`config.mk`:
```
export PLATFORM = sky130hd
export DESIGN_NAME = mem_port_arbiter
export DESIGN_NICKNAME = d
export VERILOG_FILES = /design/src/rtl/mem_arb_pkg.sv /design/src/rtl/mem_arb_pick.sv /design/src/rtl/mem_port_arbiter.sv
export SDC_FILE = /design/constraint.sdc
export NUM_CORES = 1
export LEC_CHECK = 0
export BUFFER_PORTS_ARGS = -buffer_cell sky130_fd_sc_hd__buf_2
export CORE_AREA = 2 2 214 216
export CTS_BUF_LIST = sky130_fd_sc_hd__clkbuf_16
export DETAILED_ROUTE_END_ITERATION = 16
export DIE_AREA = 0 0 216 218
export PLACE_DENSITY = 0.39
export SETUP_SLACK_MARGIN = 0.2
export SLEW_MARGIN = 20
export SYNTH_ARGS = -nofsm -noshare
export SYNTH_HDL_FRONTEND = slang
export SYNTH_HIERARCHICAL = 1
export SYNTH_SLANG_ARGS = --single-unit
```
`constraint.sdc`:
```
create_clock -name clk -period 10.1 [get_ports clk]
set_input_delay 2.02 -clock clk [delete_from_list [all_inputs] [get_ports clk]]
set_output_delay 2.02 -clock clk [all_outputs]
set_load 0.1 [all_outputs]
```
`src/rtl/mem_arb_pkg.sv`:
```
// mem_arb_pkg
//   Shared definitions for the IF/LS memory-port arbiter:
//   - arb_state_e : arbiter FSM states (IDLE / REQ / RESP)
//   - gnt_e       : grant encoding (GNT_IF = 0, GNT_LS = 1)
//   - XLEN_DEF / MASK_W_DEF : default data/address and byte-mask widths
package mem_arb_pkg;

  localparam int unsigned XLEN_DEF   = 64;
  localparam int unsigned MASK_W_DEF = XLEN_DEF / 8;

  typedef enum logic [1:0] {
    IDLE = 2'd0,
    REQ  = 2'd1,
    RESP = 2'd2
  } arb_state_e;

  typedef enum logic {
    GNT_IF = 1'b0,
    GNT_LS = 1'b1
  } gnt_e;

endpackage

```
`src/rtl/mem_arb_pick.sv`:
```
// mem_arb_pick
//   Combinational winner selection between the instruction-fetch (IF) and
//   load/store (LS) requesters.
//   Build option ARB_ROUND_ROBIN_EN:
//     defined   - on a tie, grant the requester not granted last (last_gnt)
//     undefined - fixed priority LS > IF; last_gnt port is absent
//   A single valid requester always wins. With no valid requester the
//   output is GNT_LS and is meaningless (callers gate it with the valids).
//
//   Ports:
//     if_valid  in   IF request valid
//     ls_valid  in   LS request valid
//     last_gnt  in   previous grant (round-robin build only)
//     gnt       out  selected requester
module mem_arb_pick
  import mem_arb_pkg::*;
(
  input  logic if_valid,
  input  logic ls_valid,
`ifdef ARB_ROUND_ROBIN_EN
  input  gnt_e last_gnt,
`endif
  output gnt_e gnt
);

  always_comb begin
    gnt = GNT_LS;
    if (if_valid && ls_valid) begin
`ifdef ARB_ROUND_ROBIN_EN
      gnt = (last_gnt == GNT_LS) ? GNT_IF : GNT_LS;
`else
      gnt = GNT_LS;
`endif
    end else if (if_valid) begin
      gnt = GNT_IF;
    end
  end

endmodule

```
`src/rtl/mem_port_arbiter.sv`:
```
// mem_port_arbiter
//   Shares one blocking memory port between the IF and LS requesters of the
//   pipeline. One transaction at a time: accept (IDLE) -> present request
//   (REQ) -> wait for response (RESP) -> route response to the granted
//   requester. Readies and response valids are the pipeline stall sources.
//
//   Build option ARB_ROUND_ROBIN_EN: round-robin tie-break with a last-grant
//   register (resets to LS, so IF wins the first tie). Undefined: fixed
//   priority LS > IF.
//
//   Ports:
//     clk, rst              clock; asynchronous active-high reset
//     if_req_*              IF read request (valid/addr) and ready
//     if_kill               flush: suppress the response of the IF transaction
//     if_resp_valid/data    one-cycle IF read response
//     ls_req_*              LS request (valid/wen/addr/wdata/wmask) and ready
//     ls_resp_valid/data    one-cycle LS response (data 0 for writes)
//     mem_req_*             registered request to the memory port
//     mem_resp_valid/rdata  memory response (also returned for writes)
//     busy                  FSM not in IDLE
//     spurious_resp         sticky: memory response seen outside RESP
module mem_port_arbiter
  import mem_arb_pkg::*;
#(
  parameter int unsigned XLEN   = XLEN_DEF,
  parameter int unsigned MASK_W = XLEN / 8
) (
  input  logic              clk,
  input  logic              rst,
  // instruction fetch
  input  logic              if_req_valid,
  input  logic [XLEN-1:0]   if_req_addr,
  output logic              if_req_ready,
  input  logic              if_kill,
  output logic              if_resp_valid,
  output logic [XLEN-1:0]   if_resp_data,
  // load / store
  input  logic              ls_req_valid,
  input  logic              ls_req_wen,
  input  logic [XLEN-1:0]   ls_req_addr,
  input  logic [XLEN-1:0]   ls_req_wdata,
  input  logic [MASK_W-1:0] ls_req_wmask,
  output logic              ls_req_ready,
  output logic              ls_resp_valid,
  output logic [XLEN-1:0]   ls_resp_data,
  // memory port
  output logic              mem_req_valid,
  input  logic              mem_req_ready,
  output logic [XLEN-1:0]   mem_req_addr,
  output logic [XLEN-1:0]   mem_req_wdata,
  output logic              mem_req_wen,
  output logic [MASK_W-1:0] mem_req_wmask,
  input  logic              mem_resp_valid,
  input  logic [XLEN-1:0]   mem_resp_rdata,
  // status
  output logic              busy,
  output logic              spurious_resp
);

  arb_state_e        state_q, state_d;
  gnt_e              gnt_q, gnt_d;
  logic [XLEN-1:0]   addr_q, addr_d;
  logic [XLEN-1:0]   wdata_q, wdata_d;
  logic [MASK_W-1:0] wmask_q, wmask_d;
  logic              wen_q, wen_d;
  logic              kill_q, kill_d;
  logic              spurious_q, spurious_d;
  gnt_e              pick_gnt;
  logic              resp_fire;

`ifdef ARB_ROUND_ROBIN_EN
  gnt_e              last_gnt_q, last_gnt_d;
`endif

  mem_arb_pick u_pick (
    .if_valid (if_req_valid),
    .ls_valid (ls_req_valid),
`ifdef ARB_ROUND_ROBIN_EN
    .last_gnt (last_gnt_q),
`endif
    .gnt      (pick_gnt)
  );

  // Readies depend only on state and requester valids, never on mem_* inputs.
  always_comb begin
    if_req_ready = 1'b0;
    ls_req_ready = 1'b0;
    if (state_q == IDLE) begin
      if_req_ready = if_req_valid && (pick_gnt == GNT_IF);
      ls_req_ready = ls_req_valid && (pick_gnt == GNT_LS);
    end
  end

  always_comb begin
    state_d    = state_q;
    gnt_d      = gnt_q;
    addr_d     = addr_q;
    wdata_d    = wdata_q;
    wmask_d    = wmask_q;
    wen_d      = wen_q;
    kill_d     = kill_q;
    spurious_d = spurious_q | (mem_resp_valid && (state_q != RESP));
`ifdef ARB_ROUND_ROBIN_EN
    last_gnt_d = last_gnt_q;
`endif

    // A flush while IF owns the port only hides its response; the bus
    // transaction itself always runs to completion.
    if ((state_q != IDLE) && (gnt_q == GNT_IF) && if_kill) begin
      kill_d = 1'b1;
    end

    unique case (state_q)
      IDLE: begin
        kill_d = 1'b0;
        if (ls_req_ready) begin
          state_d = REQ;
          gnt_d   = GNT_LS;
          addr_d  = ls_req_addr;
          wdata_d = ls_req_wdata;
          wmask_d = ls_req_wmask;
          wen_d   = ls_req_wen;
`ifdef ARB_ROUND_ROBIN_EN
          last_gnt_d = GNT_LS;
`endif
        end else if (if_req_ready) begin
          state_d = REQ;
          gnt_d   = GNT_IF;
          addr_d  = if_req_addr;
          wdata_d = '0;
          wmask_d = '0;
          wen_d   = 1'b0;
          kill_d  = if_kill;
`ifdef ARB_ROUND_ROBIN_EN
          last_gnt_d = GNT_IF;
`endif
        end
      end
      REQ: begin
        if (mem_req_ready) begin
          state_d = RESP;
        end
      end
      RESP: begin
        if (mem_resp_valid) begin
          state_d = IDLE;
          kill_d  = 1'b0;
        end
      end
      default: begin
        state_d = IDLE;
        kill_d  = 1'b0;
      end
    endcase
  end

  always_ff @(posedge clk or posedge rst) begin
    if (rst) begin
      state_q    <= IDLE;
      gnt_q      <= GNT_IF;
      addr_q     <= '0;
      wdata_q    <= '0;
      wmask_q    <= '0;
      wen_q      <= 1'b0;
      kill_q     <= 1'b0;
      spurious_q <= 1'b0;
    end else begin
      state_q    <= state_d;
      gnt_q      <= gnt_d;
      addr_q     <= addr_d;
      wdata_q    <= wdata_d;
      wmask_q    <= wmask_d;
      wen_q      <= wen_d;
      kill_q     <= kill_d;
      spurious_q <= spurious_d;
    end
  end

`ifdef ARB_ROUND_ROBIN_EN
  always_ff @(posedge clk or posedge rst) begin
    if (rst) begin
      last_gnt_q <= GNT_LS;
    end else begin
      last_gnt_q <= last_gnt_d;
    end
  end
`endif

  // Response path is combinational from mem_resp_*; data is zeroed whenever
  // its valid is low, and for LS writes.
  always_comb begin
    resp_fire     = (state_q == RESP) && mem_resp_valid;
    if_resp_valid = resp_fire && (gnt_q == GNT_IF) && !kill_q;
    ls_resp_valid = resp_fire && (gnt_q == GNT_LS);
    if_resp_data  = if_resp_valid ? mem_resp_rdata : '0;
    ls_resp_data  = (ls_resp_valid && !wen_q) ? mem_resp_rdata : '0;
  end

  always_comb begin
    mem_req_valid = (state_q == REQ);
    mem_req_addr  = addr_q;
    mem_req_wdata = wdata_q;
    mem_req_wmask = wmask_q;
    mem_req_wen   = wen_q;
    busy          = (state_q != IDLE);
    spurious_resp = spurious_q;
  end

endmodule

```
==> results.md <==
* Initial Util at 15.9%
* Part of the cycle the worst path needs at 57.5%
* Initial antenna violation count at 21
* Max Cap Viol at 0
* Setup TNS Final at 0 ns
* Root Buffer Master: clkbuf_16
* Slew HR at 42.4%
* Synthesis-to-layout area growth at 54.2%
* WP data required at 8.08 ns
* DRC at 0
* Final hold vios at 0
* Worst Slack Setup Final at 4.29 ns
* First DRT Iteration DRCs at 187
* Final Slew Violations at 0
* Layout cell share with drive strength beyond 1 at 65.9%
* Yosys reg bits at 142
* Total Wirelength at 29.9 mm
* Top FF cell, synth: dfrtp_1
* Hold Buf Count CTS at 0
* Clock tree buffer depth at 2
* Critical Path Sink Type: output port
* Vias per cell at 3.76
* Postcts setup bufs at 0
* Setup Skew at 0.00734 ns
* Core footprint at 44900 um^2
* Gr usage total at 12.6%
* DR pass1 iterations at 4
* CP Launch Type: input pin
* Total clock sinks at 142
* GR Overflow Total at 0
* First-pass GRT wire length at 42.6 mm
* Final setup vio count at 0
* Cells resized by post-CTS repair at 0
* Die area at 47100 um^2
* Ys async rst share at 100%
* Gp weighted congestion at 0.955
* Dpl ws at 4.15 ns
* RSZ-0062 raised after global routing: false
* Number of top-level pins at 544
* Final worst path period need at 5.81 ns
* Worst EP arrival at 3.79 ns
* Worst-path clk slew at 0.06 ns
* Rows at 78
* Syn avg cell area at 13.3 um^2
* Port buffer count at 543
* Clock Latency Late Sink at 0.47 ns
* H-tree Lvls at 4
* Post-synth cell types at 28
* Die width at 216 um
* Detailed placer's ending HPWL at 23.3 mm
* TritonCTS Buffers at 17
* Vias in the first global route at 6385
* Synth area leaders: dfrtp_1 (50%), mux2_4 (15%), and2_1 (11%), a22o_1 (8.9%), mux2_2 (8.5%)
* Measured slew at the worst slew-check pin at 0.863 ns
* Antenna viol nets, final at 0
* CTS tree: built
* Synthesized area at 7160 um^2
* CP max FO at 140
* Vias at 6330
* EDFF count, synth at 0
* Final nets at 1335
* Synth cell count leaders: dfrtp_1 (142), and2_1 (128), a22o_1 (73)
* Die Y at 218 um
* Post-DR wirelength/cell at 17.7 um
* Most numerous cell in the Yosys netlist: dfrtp_1
* Post-Synthesis Cells at 540
* Critical path class: in2out
* YS warnings at 6
* Register area share after synthesis at 49.7%
* Share of the synthesized area in the top cell type at 49.7%
* Largest net degree at the start of global routing at 141
* Leading area contributor after synthesis: dfrtp_1
* Min-delay worst type: reg2reg
* Max frequency at 0.172 GHz
* Syn nets at 812
* Outcome: finished clean
-- critical path, stage by stage --
cell	delay, ns
buf_2	0.10
nand2b_1	0.16
nor4bb_4	0.36
buf_12	0.58
buf_2	0.55
-- path summary, 6_finish.rpt --
path                                    endpoint  cells after the start           from  slack, ns
worst max register to register  mem_req_addr[25]                      4     state_q[0]       7.62
worst min-delay path               spurious_resp                      1  spurious_resp       0.47
worst min register to register     spurious_resp                      1  spurious_resp       0.47
max in group asynchronous       mem_req_wdata[0]                      3            rst       7.01
worst max-delay path                ls_req_ready                      5   ls_req_valid       4.29
min in group asynchronous       mem_req_wmask[2]                      2            rst       1.72
-- sequential cells by signal, summed over array words and instances, names as in the netlist --
signal         cells
gnt_q              1
kill_q             1
mem_req_addr      64
mem_req_wdata     64
mem_req_wen        1
mem_req_wmask      8
spurious_resp      1
state_q            2
-- kinds of logic after synthesis --
logic type             synth area share (%)
and+or+nand+nor                        12.6
DFF                                    49.7
muxes                                  23.9
AOI/OAI and AO/OA                      9.48
buffers and inverters                  4.37
-- metal layers --
| layer | wire [um] | global-route usage [%] | up-vias | part of all wire (%) |
|---|---|---|---|---|
| li1 | - | - | 2945 | - |
| met1 | 10300 | 12.3 | 2989 | 35 |
| met2 | 15600 | 23.2 | 330 | 52 |
| met3 | 2290 | 4.60 | 64 | 7.7 |
| met4 | 1580 | 6.30 | 2 | 5.3 |
| met5 | 13 | 0 | - | 0.044 |
-- final cells by class --
type / instances / area, um^2
clock inverters: 14 / 151
inverters: 3 / 16.3
repair buffers: 549 / 2790
flip-flops and latches: 142 / 3550
diodes: 10 / 25.0
multi-input cells: 350 / 3320
well taps: 600 / 751
clock buffers: 17 / 425
fillers: 4861 / 33900
-- cell usage in the layout (no fill, tap or decap), types with 2 or more instances in the layout --
cell type  count
mux2i_1        2
diode_2       10
and2_1       128
clkinv_4       2
a22o_1        73
clkinv_1       3
mux2_4        72
bufinv_16      3
clkinv_2       5
nand2_1        3
buf_4          4
a21o_1         2
dfrtp_1      142
nand2b_1       2
buf_2        543
buf_12         2
clkbuf_16     17
mux2_2        54
inv_1          2
-- metrics by stage --
step                      cells  utilization, %  instance area (um^2)  hold WS (ns)
final                      1685            24.6                 11000         0.467
after global routing       1680            24.5                 11000         0.489
after CTS                  1674            24.5                 11000         0.466
after detailed placement   1643            23.2                 10400         0.449
after global placement     1643            23.2                 10400         0.451
after floorplan             540               -                  7160         0.458
Power is left out: the tool's default activity adds up to more than one toggle a clock period on the data nets, which glitch-free logic cannot reach.
